## src/rtl/sti_pkg.sv

```systemverilog
// Shared definitions for the STI receive path: length codes, FSM encoding,
// FIFO entry layout and frame-length helpers.
package sti_pkg;

  localparam logic [1:0] LEN_8  = 2'd0;
  localparam logic [1:0] LEN_16 = 2'd1;
  localparam logic [1:0] LEN_24 = 2'd2;
  localparam logic [1:0] LEN_32 = 2'd3;

  localparam logic [0:0] ST_IDLE = 1'b0;
  localparam logic [0:0] ST_RECV = 1'b1;

  localparam int DEFAULT_FIFO_DEPTH = 4;

  // One past the longest legal frame, so over-long frames stay distinguishable.
  localparam logic [5:0] BIT_CNT_SAT = 6'd33;

  typedef struct packed {
    logic [31:0] data;
    logic [1:0]  len;
  } rx_entry_t;

  function automatic logic len_ok(input logic [5:0] n);
    return (n == 6'd8) || (n == 6'd16) || (n == 6'd24) || (n == 6'd32);
  endfunction

  function automatic logic [1:0] len_code(input logic [5:0] n);
    logic [1:0] code;
    case (n)
      6'd16:   code = LEN_16;
      6'd24:   code = LEN_24;
      6'd32:   code = LEN_32;
      default: code = LEN_8;
    endcase
    return code;
  endfunction

endpackage

```

## src/rtl/sti_rx_fifo.sv

```systemverilog
// Synchronous FIFO with extra-MSB pointers; read data is zero while empty.
module sti_rx_fifo #(
  parameter int DEPTH = 4,
  parameter int W     = 34
) (
  input  logic         clk,
  input  logic         reset,
  input  logic         push,
  input  logic [W-1:0] push_data,
  input  logic         pop,
  output logic [W-1:0] pop_data,
  output logic         full,
  output logic         empty
);

  localparam int AW = (DEPTH > 1) ? $clog2(DEPTH) : 1;
  localparam logic [AW:0] PTR_ONE = 1;

  logic [AW:0]  wr_ptr;
  logic [AW:0]  rd_ptr;
  logic [W-1:0] mem [DEPTH];
  logic         wr_en;
  logic         rd_en;

  assign empty = (wr_ptr == rd_ptr);
  assign full  = (wr_ptr[AW] != rd_ptr[AW]) && (wr_ptr[AW-1:0] == rd_ptr[AW-1:0]);

  // A pop in the same cycle frees the slot a push into a full FIFO needs.
  assign rd_en = pop && !empty;
  assign wr_en = push && (!full || rd_en);

  always_ff @(posedge clk) begin
    if (reset) begin
      wr_ptr <= '0;
      rd_ptr <= '0;
    end else begin
      if (wr_en) wr_ptr <= wr_ptr + PTR_ONE;
      if (rd_en) rd_ptr <= rd_ptr + PTR_ONE;
    end
  end

  always_ff @(posedge clk) begin
    if (wr_en) mem[wr_ptr[AW-1:0]] <= push_data;
  end

  assign pop_data = empty ? '0 : mem[rd_ptr[AW-1:0]];

endmodule

```

## src/rtl/sti_so_rx.sv

```systemverilog
// Serial-to-frame receiver: assembles MSB-first bits into 8/16/24/32-bit
// frames and queues them for a valid/ready consumer.
module sti_so_rx
  import sti_pkg::*;
#(
  parameter int FIFO_DEPTH = DEFAULT_FIFO_DEPTH
) (
  input  logic        clk,
  input  logic        reset,
  input  logic        so_data,
  input  logic        so_valid,
  output logic [31:0] rx_data,
  output logic [1:0]  rx_len,
  output logic        rx_valid,
  input  logic        rx_ready,
  output logic        rx_err,
  output logic        rx_ovf,
  output logic [7:0]  frame_cnt,
  output logic [0:0]  fsm_state
);

  logic [0:0]  state;
  logic [31:0] shreg;
  logic [5:0]  bit_cnt;
  logic        frame_end;
  logic        push_req;
  logic        push_acc;
  logic        pop;
  logic        fifo_full;
  logic        fifo_empty;
  rx_entry_t   push_entry;
  rx_entry_t   head_entry;

  assign fsm_state = state;
  assign frame_end = (state == ST_RECV) && !so_valid;
  assign push_req  = frame_end && len_ok(bit_cnt);

  // Handshake: the head transfers on any rising edge where rx_valid and
  // rx_ready are both high; head fields hold steady until that edge.
  assign pop       = !fifo_empty && rx_ready;
  assign push_acc  = push_req && (!fifo_full || pop);

  assign push_entry.data = shreg;
  assign push_entry.len  = len_code(bit_cnt);

  always_ff @(posedge clk) begin
    if (reset) begin
      state   <= ST_IDLE;
      shreg   <= '0;
      bit_cnt <= '0;
    end else begin
      case (state)
        ST_IDLE: begin
          if (so_valid) begin
            state   <= ST_RECV;
            shreg   <= {31'd0, so_data};
            bit_cnt <= 6'd1;
          end
        end
        default: begin
          if (so_valid) begin
            shreg   <= {shreg[30:0], so_data};
            bit_cnt <= (bit_cnt == BIT_CNT_SAT) ? BIT_CNT_SAT : bit_cnt + 6'd1;
          end else begin
            state   <= ST_IDLE;
            shreg   <= '0;
            bit_cnt <= '0;
          end
        end
      endcase
    end
  end

  always_ff @(posedge clk) begin
    if (reset) begin
      rx_err    <= 1'b0;
      rx_ovf    <= 1'b0;
      frame_cnt <= '0;
    end else begin
      rx_err <= frame_end && !len_ok(bit_cnt);
      if (push_req && fifo_full && !pop) rx_ovf <= 1'b1;
      if (push_acc) frame_cnt <= frame_cnt + 8'd1;
    end
  end

  sti_rx_fifo #(
    .DEPTH (FIFO_DEPTH),
    .W     ($bits(rx_entry_t))
  ) u_fifo (
    .clk       (clk),
    .reset     (reset),
    .push      (push_acc),
    .push_data (push_entry),
    .pop       (pop),
    .pop_data  (head_entry),
    .full      (fifo_full),
    .empty     (fifo_empty)
  );

  assign rx_valid = !fifo_empty;
  assign rx_data  = head_entry.data;
  assign rx_len   = head_entry.len;

endmodule

```

## config.mk

```make
export PLATFORM = sky130hd
export DESIGN_NAME = sti_so_rx
export DESIGN_NICKNAME = d
export VERILOG_FILES = /design/src/rtl/sti_pkg.sv /design/src/rtl/sti_rx_fifo.sv /design/src/rtl/sti_so_rx.sv
export SDC_FILE = /design/constraint.sdc
export NUM_CORES = 1
export LEC_CHECK = 0
export ABC_AREA = 1
export BUFFER_PORTS_ARGS = -buffer_cell sky130_fd_sc_hd__buf_2
export CORE_ASPECT_RATIO = 2
export CORE_MARGIN = 2
export CORE_UTILIZATION = 60
export CTS_CLUSTER_DIAMETER = 50
export DETAILED_ROUTE_END_ITERATION = 8
export PLACE_DENSITY = 0.91
export SLEW_MARGIN = 30
export SYNTH_ARGS = -nofsm -noshare
export SYNTH_HDL_FRONTEND = slang
export SYNTH_SLANG_ARGS = --single-unit
```

## constraint.sdc

```tcl
create_clock -name clk -period 4.44 [get_ports clk]
set_input_delay 0.222 -clock clk [delete_from_list [all_inputs] [get_ports clk]]
set_output_delay 0.222 -clock clk [all_outputs]
set_load 0.01 [all_outputs]
```

==> metrics.txt, run 1 <==
run status finished, final reports clean; Synth Cell Area 7840 sq um; row count 59; CTS tree built; hpwl dp 9800 um; I/O Pins 51; Syn Inst Count 741; Layout area overhead 13.4%; cell breakdown of the critical path inv_1 > ha_1 > nand4_1 > nand2_4 > nand3_4 > nor2_4 > buf_16; core area 12900 sq um; Post-Layout Cell Count 945; largest net degree at the start of global routing 69; initial antenna violation count 0; crit path launch type register; placed cell count 911; # port buffers 50; Bufs on Longest Clock Path 2; Pre-antenna DRT Iters 5; final worst path period share 58.1%; CTS resizes 0; fmax 388 MHz; final hold vios 0; Worst path slowest cell nor2_4; global route total overflow 0; worst min path class input pin to register; crit path max fanout 19; Pins Over Slew Limit 0; fin nets 794; Max Clock Skew 0.00820 ns; Die Y 166 um; Vias per Instance 5.96; initial DRC count 630; WP data arrival 2.72 ns; Final ANT Viol Nets 0; Num CTS Buffers 17; Die X-Extent 84.8 um; vias in the first global route 5718; Slew HR 34.9%; syn_area_per_cell 10.6 sq um; Worst Path Required 4.58 ns; share of cells above drive strength 1 15.4%; first-pass GRT wire length 27100 um; GRT Util Overall 24.7%; CTS H-tree depth 4; RSZ-0062 raised after global routing no; Max stage delay on crit path 0.66 ns; CP delay by family, top simple AND/OR/NAND/NOR gates; clk root buf clkbuf_16; Worst Tran Pin Value 0.976 ns; DRC 0; Crit. End Element register; TNS Setup 0 ns; worst skew pair latency 0.43 ns; Yosys reg bits 193; WP buf/inv 2; gpl congestion 0.859; Peak VDD IR 0.337 mV; DIE AREA 14100 sq um; via count 5628; type of the worst setup path register to register; routed len/inst 18.0 um; Routed WL 17000 um; Power Density 384 nW/um^2; Clock Pin Slew Worst Setup and Hold Paths 0.07 ns; min Tclk post-route 2.58 ns; clock sink total 193; total leakage power 0.00366 uW; Synth cell types 29; Max Cap Viol 0; diodes inserted 0; Setup violations, final 0; Ys Warns 0; register area share after synthesis 66.6%; starting density of the core 60.7%; fill count 805; Mapped Nets 755; post-layout util 68.8%
## cell families (layout without fill, tap and decap cells)
group / after synthesis / in the layout / share of synthesized area [%]
fa+ha+maj: 9 / 9 / 1.44
simple gates: 301 / 301 / 15.7
compound gates: 130 / 130 / 10.4
buf+inv: 105 / 157 / 5.47
xor+xnor: 3 / 3 / 0.335
flops: 193 / 193 / 66.6
## path summary, 6_finish.rpt
kind / from / slack, ns / cells past startpoint / end
min: so_valid / 0.11 / 3 / fsm_state
max reg2reg: bit_cnt[0] / 1.86 / 7 / u_fifo.mem[2][15]
max: bit_cnt[0] / 1.86 / 7 / u_fifo.mem[2][15]
min reg2reg: rx_ovf / 0.47 / 2 / rx_ovf
## through the flow
stage / power, uW / hold slack, ns / area [sq um] / worst slack (ns)
floorplan: 1970 / 0.348 / 7840 / 1.36
global route: 3480 / 0.119 / 8890 / 1.74
CTS: 3410 / 0.102 / 8860 / 1.92
detailed placement: 1980 / 0.449 / 8280 / 1.94
global placement: 1980 / 0.442 / 8150 / 1.88
finish: 3410 / 0.111 / 8890 / 1.86
## layer usage
| layer | part of all wire, % | up-vias | GRT usage, % |
|---|---|---|---|
| met5 | 0 | - | 0 |
| met4 | 3.8 | 0 | 13.9 |
| met3 | 5.4 | 59 | 5.23 |
| met2 | 54 | 252 | 43.5 |
| met1 | 36 | 2719 | 27.0 |
| li1 | - | 2598 | - |
## layout make-up
| type | count | area, sq um | area share [%] |
|---|---|---|---|
| inverters | 67 | 254 | 2.86 |
| clock inverters | 14 | 146 | 1.65 |
| multi-input cells | 443 | 2220 | 25.0 |
| repair buffers | 58 | 420 | 4.73 |
| well taps | 152 | 190 | 2.14 |
| clock buffers | 18 | 429 | 4.83 |
| flip-flops and latches | 193 | 5230 | 58.8 |
## worst reg2reg max path, delay by kind of cell (launching register included)
family,cells,cell delay [ns]
flip-flops,1,0.35
adder cells (fa/ha/maj),1,0.20
AND/OR/NAND/NOR,4,1.37
buffers and inverters,2,0.36
## cells in the final DEF (no fill, tap or decap), types with 2 or more instances in the layout
master,synthesis,layout
inv_2,7,7
xor2_1,3,3
ha_1,9,9
nor2_4,1,6
clkinv_4,0,2
nand3_1,9,9
buf_2,13,50
clkinv_8,0,3
clkinvlp_4,0,3
nand2_1,144,144
nor2_2,4,3
inv_1,60,59
nand3b_1,2,2
nand2_2,5,5
buf_16,0,5
nor3_1,2,2
a21oi_2,7,7
nand4_1,8,8
edfxtp_1,136,136
clkbuf_16,0,17
nor2_1,123,119
dfxtp_1,57,55
a31oi_1,2,2
inv_8,0,2
o32ai_1,35,35
a21oi_1,38,38
inv_6,0,4
nand2_4,2,2
o21ai_0,46,46
## registers in the layout, summed over array words and instances (netlist names), named ones only
name	cells
bit_cnt	6
frame_cnt	8
fsm_state	1
rx_err	1
rx_ovf	1
shreg	32
u_fifo.mem	136
u_fifo.rd_ptr	3
u_fifo.wr_ptr	3
## Yosys cell counts, drive strengths merged
master | n | share of area (%)
inv | 67 | 3.2
clkbuf | 20 | 0.96
ha | 9 | 1.4
edfxtp | 136 | 52
nor3 | 2 | 0.13
dfxtp | 57 | 15
nand3b | 2 | 0.19
o32ai | 35 | 3.9
a32o | 1 | 0.13
buf | 18 | 1.3
o211ai | 1 | 0.096
nand3 | 10 | 0.80
a21oi | 45 | 3.2
nor2 | 128 | 6.4
xor2 | 3 | 0.34
nand2 | 151 | 7.6
o21ai | 46 | 2.9
nand4 | 8 | 0.64
a31oi | 2 | 0.16
## where the power goes
part	leakage (uW)	internal (uW)	switching, uW
Combinational	0.00152	11.7	31.5
Clock	0.000270	747	718
Sequential	0.00187	1900	3.53
Total	0.00366	2660	753
## what timing repair did
item / 4_1_cts / 5_1_grt
setup buffers: 0 / 0
hold buffers: 1 / 0
endpoints found under the hold margin: 1 / 0
No activity file was read; power rests on OpenSTA's default activity.
==> run 2: changes to the inputs <==
--- a/config.mk
+++ b/config.mk
@@ -9,10 +9,10 @@
 export BUFFER_PORTS_ARGS = -buffer_cell sky130_fd_sc_hd__buf_2
 export CORE_ASPECT_RATIO = 2
 export CORE_MARGIN = 2
-export CORE_UTILIZATION = 60
+export CORE_UTILIZATION = 54
 export CTS_CLUSTER_DIAMETER = 50
 export DETAILED_ROUTE_END_ITERATION = 8
-export PLACE_DENSITY = 0.91
+export PLACE_DENSITY = 0.87
 export SLEW_MARGIN = 30
 export SYNTH_ARGS = -nofsm -noshare
 export SYNTH_HDL_FRONTEND = slang
==> constraint.sdc (replaced) <==
create_clock -name clk -period 2.1 [get_ports clk]
set_input_delay 0.105 -clock clk [delete_from_list [all_inputs] [get_ports clk]]
set_output_delay 0.105 -clock clk [all_outputs]
set_load 0.01 [all_outputs]
==> metrics.txt, run 2 (same netlist as run 1, synthesis figures left out) <==
routed len/inst 15.8 um (-13%); Reg power frac 56.1% (+0.3 points); type of the worst setup path register to primary output; diodes inserted 0 (unchanged); starting density of the core 54.9% (-5.8 points); Die X-Extent 89.2 um (+5.2%); Crit. End Element primary output; Max Cap Viol 0 (unchanged); worst min path class input pin to register; # port buffers 50 (unchanged); placed cell count 960 (+5.4%); Hold EP u_fifo.rd_ptr[2]; vias in the first global route 5421 (-5.2%); Pre-antenna DRT Iters 8 (+3); min Tclk post-route 2.02 ns; WP buf/inv 3 (+1); share of cells above drive strength 1 17.0% (+1.6 points); clock sink total 193 (unchanged); reg2reg path depth 9 (+2); clk root buf clkbuf_16; final hold vios 0 (unchanged); CP delay by family, top buffers and inverters; global route total overflow 0 (unchanged); most frequent cells in the layout nand2_1, edfxtp_1, nor2_1; Net Sw Power 1550 uW (+110%); Pins Over Slew Limit 0 (unchanged); Worst Path Required 2.00 ns (-2.58 ns); worst skew pair latency 0.43 ns (about the same); Clock Pin Slew Worst Setup and Hold Paths 0.07 ns (about the same); Peak VDD IR 0.802 mV (+140%); Worst Tran Pin Value 0.558 ns (-0.419 ns); run status finished, final reports clean; Slew HR 62.8% (+28 points); core area 14300 sq um (+10%); row count 62 (+5.1%); fmax 494 MHz; GRT Util Overall 21.1% (-3.6 points); min setup slack post-route 0.0767 ns (-1.78 ns); first-pass GRT wire length 25100 um (-7.5%); min-delay src rx_ready; final worst path period share 96.3%; Power Density 797 nW/um^2 (+110%); Bufs on Longest Clock Path 2 (unchanged); crit path max fanout 28 (+9); Die Y 174 um (+5.3%); CTS H-tree depth 4 (unchanged); fill count 1046 (+30%); WP data arrival 1.92 ns (-0.80 ns); RR Startpoint bit_cnt[0]; Routed WL 15700 um (-8.0%); Post-Layout Cell Count 994 (+5.2%); I/O Pins 51 (unchanged); WHS 0.0669 ns (-0.0440 ns); RSZ-0062 raised after global routing yes; Logic pwr share 1.3% (about the same); Vias per Instance 5.46 (-8.4%); Max Clock Skew 0.00910 ns (+0.000901 ns); Num CTS Buffers 17 (unchanged); switch share 21.6% (-0.46 points); DRC 0 (unchanged); initial DRC count 537 (-15%); Largest register FFs 136 (unchanged); via count 5423 (-3.6%); gpl congestion 0.831 (-3.3%); crit path launch type register; fin nets 803 (+1.1%); cell-internal power 5630 uW (+110%); R2R setup slack 0.26 ns (-1.60 ns); cell breakdown of the critical path buf_4 > nor2_1 > o32ai_1 > nand2_1 > inv_1 > buf_2; DP Worst Slack 0.282 ns (-1.66 ns); DIE AREA 15600 sq um (+11%); Setup violations, final 0 (unchanged); Worst path slowest cell o32ai_1; r2r endpoint u_fifo.mem[0][29]; total leakage power 0.00372 uW (+1.8%); hold path cells 4 (+1); post-CTS setup buffers 0 (unchanged); Max stage delay on crit path 0.46 ns (-0.20 ns); Final ANT Viol Nets 0 (unchanged); initial antenna violation count 0 (unchanged); hpwl dp 9050 um (-7.7%); largest net degree at the start of global routing 69 (unchanged); Layout area overhead 14.9%; clock power share 42.6% (-0.3 points); CTS tree built; commonest non-fill, non-tap cell in the layout nand2_1
-- run 2: changes by cell type in the layout (fill, tap and decap cells not counted), sizes merged --
| cell | previous run | this run |
|---|---|---|
| buf | 57 | 65 |
| clkinv | 5 | 4 |
| clkinvlp | 3 | 2 |
| dlygate4sd3 | 1 | 2 |
| inv | 73 | 75 |
-- run 2: repair_timing --
| item | 4_1_cts | 5_1_grt |
|---|---|---|
| endpoints found under the setup margin | 0 | 27 |
| hold buffers | 2 | 0 |
| hold endpoints to repair | 2 | 0 |
| resized for setup | 0 | 4 |
-- run 2: stage by stage --
| step | power, uW | cell area (sq um) | TNS [ns] | utilization (%) |
|---|---|---|---|---|
| 3_5_place_dp | 4200 | 8400 | 0 | 58.9 |
| 3_3_place_gp | 4200 | 8400 | 0 | 58.9 |
| 4_1_cts | 7200 | 9000 | 0 | 63.0 |
| 2_1_floorplan | 4180 | 7890 | 0 | - |
| 5_1_grt | 7340 | 9010 | -0.0473 | 63.1 |
| 6_report | 7190 | 9010 | 0 | 63.1 |
-- run 2: worst max path at each step --
stage	startpoint	end	slack (ns)	depth (start not counted)
3_3_place_gp	bit_cnt[0]	u_fifo.mem[0][25]	0.32	9
6_report	register	rx_data[25]	0.08	6
4_1_cts	u_fifo.wr_ptr[0]	rx_len[0]	0.03	9
5_1_grt	register	rx_data[5]	-0.02	6
3_5_place_dp	bit_cnt[1]	u_fifo.mem[0][25]	0.28	9
2_1_floorplan	bit_cnt[1]	u_fifo.mem[0][0]	0.003	9
-- run 2: power groups by stage --
stage | combinational, uW | sequential, uW | clock, uW
final | 92.3 | 4030 | 3060
after global routing | 100 | 4030 | 3210
after CTS | 91.6 | 4030 | 3080
after detailed placement | 87.7 | 4120 | 0
after global placement | 86.1 | 4120 | 0
after floorplan | 60.9 | 4120 | 0
-- run 2: worst min-delay path, cell delays in order --
cell	delay [ns]
buf_2	0.11
nand2_1	0.10
nand2_1	0.07
a21oi_1	0.06
-- run 2: routing by layer --
layer | GRT usage, % | routed length, um | up-vias
met5 | 0 | 0 | -
met4 | 9.95 | 403 | 0
met1 | 23.3 | 5860 | 2612
li1 | - | - | 2617
met3 | 4.23 | 626 | 35
met2 | 37.5 | 8780 | 159
-- run 2: final cells by class --
class	count	area, sq um	area share, %
Clock buffer	18	429	4.76
Clock inverter	14	144	1.60
Inverter	67	251	2.79
Multi-Input combinational cell	443	2240	24.8
Sequential cell	193	5230	58.1
Tap cell	192	240	2.67
Timing Repair Buffer	67	478	5.30
==> run 3: changes to the inputs <==
--- a/config.mk
+++ b/config.mk
@@ -9,10 +9,10 @@
 export BUFFER_PORTS_ARGS = -buffer_cell sky130_fd_sc_hd__buf_2
 export CORE_ASPECT_RATIO = 2
 export CORE_MARGIN = 2
-export CORE_UTILIZATION = 54
+export CORE_UTILIZATION = 60
 export CTS_CLUSTER_DIAMETER = 50
 export DETAILED_ROUTE_END_ITERATION = 8
-export PLACE_DENSITY = 0.87
+export PLACE_DENSITY = 0.91
 export SLEW_MARGIN = 30
 export SYNTH_ARGS = -nofsm -noshare
 export SYNTH_HDL_FRONTEND = slang
==> constraint.sdc (replaced) <==
create_clock -name clk -period 2.5 [get_ports clk]
set_input_delay 0.125 -clock clk [delete_from_list [all_inputs] [get_ports clk]]
set_output_delay 0.125 -clock clk [all_outputs]
set_load 0.01 [all_outputs]
==> metrics.txt, run 3 (same netlist as run 1, synthesis figures left out) <==
run status finished, final reports clean; Die Y 166 um (-5.0%); diodes inserted 0 (unchanged); Pins Over Slew Limit 0 (unchanged); DRC 0 (unchanged); starting density of the core 60.7% (+5.8 points); CTS H-tree depth 4 (unchanged); commonest non-fill, non-tap cell in the layout nand2_1; RSZ-0062 raised after global routing no; Hold EP u_fifo.rd_ptr[2]; post-CTS setup buffers 0 (unchanged); final hold vios 0 (unchanged); row count 59 (-4.8%); GRT Util Overall 23.5% (+2.3 points); Final ANT Viol Nets 0 (unchanged); initial DRC count 475 (-12%); # port buffers 50 (unchanged); I/O Pins 51 (unchanged); Clock Pin Slew Worst Setup and Hold Paths 0.07 ns (about the same); vias in the first global route 5514 (+1.7%); Slew HR 53.6% (-9.2 points); min setup slack post-route 0.158 ns (+0.0810 ns); r2r endpoint u_fifo.mem[1][2]; fmax 427 MHz; Worst Path Required 2.38 ns (+0.38 ns); TNS Setup 0 ns (unchanged); CTS resizes 0 (unchanged); fin nets 802 (-0.12%); most frequent cells in the layout nand2_1, edfxtp_1, nor2_1; fill count 810 (-23%); routed len/inst 17.0 um (+7.8%); Routed WL 16200 um (+3.4%); Worst Tran Pin Value 0.695 ns (+0.138 ns); R2R setup slack 0.41 ns (+0.15 ns); clock sink total 193 (unchanged); clk root buf clkbuf_16; Power Density 680 nW/um^2 (-15%); DP Worst Slack 0.450 ns (+0.168 ns); CTS tree built; Pre-antenna DRT Iters 6 (-2); RR Startpoint bit_cnt[0]; final worst path period share 93.7%; core area 12900 sq um (-9.5%); via count 5580 (+2.9%); initial antenna violation count 0 (unchanged); worst skew pair latency 0.43 ns (about the same); Peak VDD IR 0.701 mV (-13%); crit path launch type register; Largest register FFs 136 (unchanged); min Tclk post-route 2.34 ns; gpl congestion 0.871 (+4.8%); worst min path class input pin to register; Bufs on Longest Clock Path 2 (unchanged); Vias per Instance 5.86 (+7.3%); type of the worst setup path register to primary output; Num CTS Buffers 17 (unchanged); total leakage power 0.00372 uW (about the same); Crit. End Element primary output; crit path max fanout 26 (-7.1%); reg2reg path depth 7 (-2); Die X-Extent 84.8 um (-4.9%); first-pass GRT wire length 25600 um (+2.1%); min-delay src rx_ready; global route total overflow 0 (unchanged); Setup violations, final 0 (unchanged); hpwl dp 9300 um (+2.8%); hold path cells 4 (unchanged); Max Clock Skew 0.00944 ns (+0.000334 ns); WP data arrival 2.22 ns (+0.30 ns); largest net degree at the start of global routing 69 (unchanged); Layout area overhead 13.8%; Max Cap Viol 0 (unchanged); share of cells above drive strength 1 16.1% (-0.85 points); DIE AREA 14100 sq um (-9.7%)
run 3: repair_timing:
action	in CTS	in global routing
hold buffers	2	0
endpoints found under the setup margin	0	0
endpoints found under the hold margin	2	0
run 3: critical path: stages (launching register included):
cell and delay [ns]:
dfxtp_1 0.43, inv_2 0.09, nand2_1 0.07, nand2_1 0.08, nor2_4 0.13, nand2_2 0.37
buf_4 0.34, nand2_1 0.08, inv_1 0.05, buf_2 0.13
run 3: where the power goes:
group / switching [uW] / leakage [uW] / internal [uW]
Clock: 1210 / 0.000277 / 1400
Sequential: 5.37 / 0.00188 / 3380
Combinational: 56.8 / 0.00156 / 20.1
Total: 1270 / 0.00372 / 4800
run 3: metrics by stage:
step	utilization (%)	cell area (sq um)	hold WS [ns]	power [uW]	std cells
after floorplan	-	7840	0.251	3500	741
after detailed placement	64.5	8330	0.346	3530	919
after global routing	69.0	8920	0.117	6210	953
final	69.0	8920	0.0866	6070	953
after CTS	69.0	8920	0.0789	6090	953
after global placement	64.5	8330	0.342	3530	919
run 3: cell type report:
cell class	instances	area, sq um	share of cell area [%]
flip-flops and latches	193	5230	58.6
clock inverters	15	145	1.63
multi-input cells	443	2220	24.9
repair buffers	66	463	5.19
well taps	152	190	2.13
clock buffers	17	425	4.77
inverters	67	251	2.82
run 3: routing by layer:
metal  track usage [%]  routed length (um)
met1              25.1                5970
met2              41.8                8870
met3              5.48                 924
met4              12.7                 433
met5                 0                   0
run 3: worst max-delay path by stage:
| stage | to | start | slack, ns |
|---|---|---|---|
| 2_1_floorplan | u_fifo.mem[0][0] | bit_cnt[0] | -0.58 |
| 3_3_place_gp | u_fifo.mem[0][24] | bit_cnt[0] | 0.52 |
| 3_5_place_dp | u_fifo.mem[1][25] | bit_cnt[0] | 0.45 |
| 4_1_cts | rx_data[28] | u_fifo.wr_ptr[1] | 0.14 |
| 5_1_grt | rx_data[28] | u_fifo.wr_ptr[0] | 0.02 |
| 6_report | rx_data[28] | u_fifo.wr_ptr[0] | 0.16 |
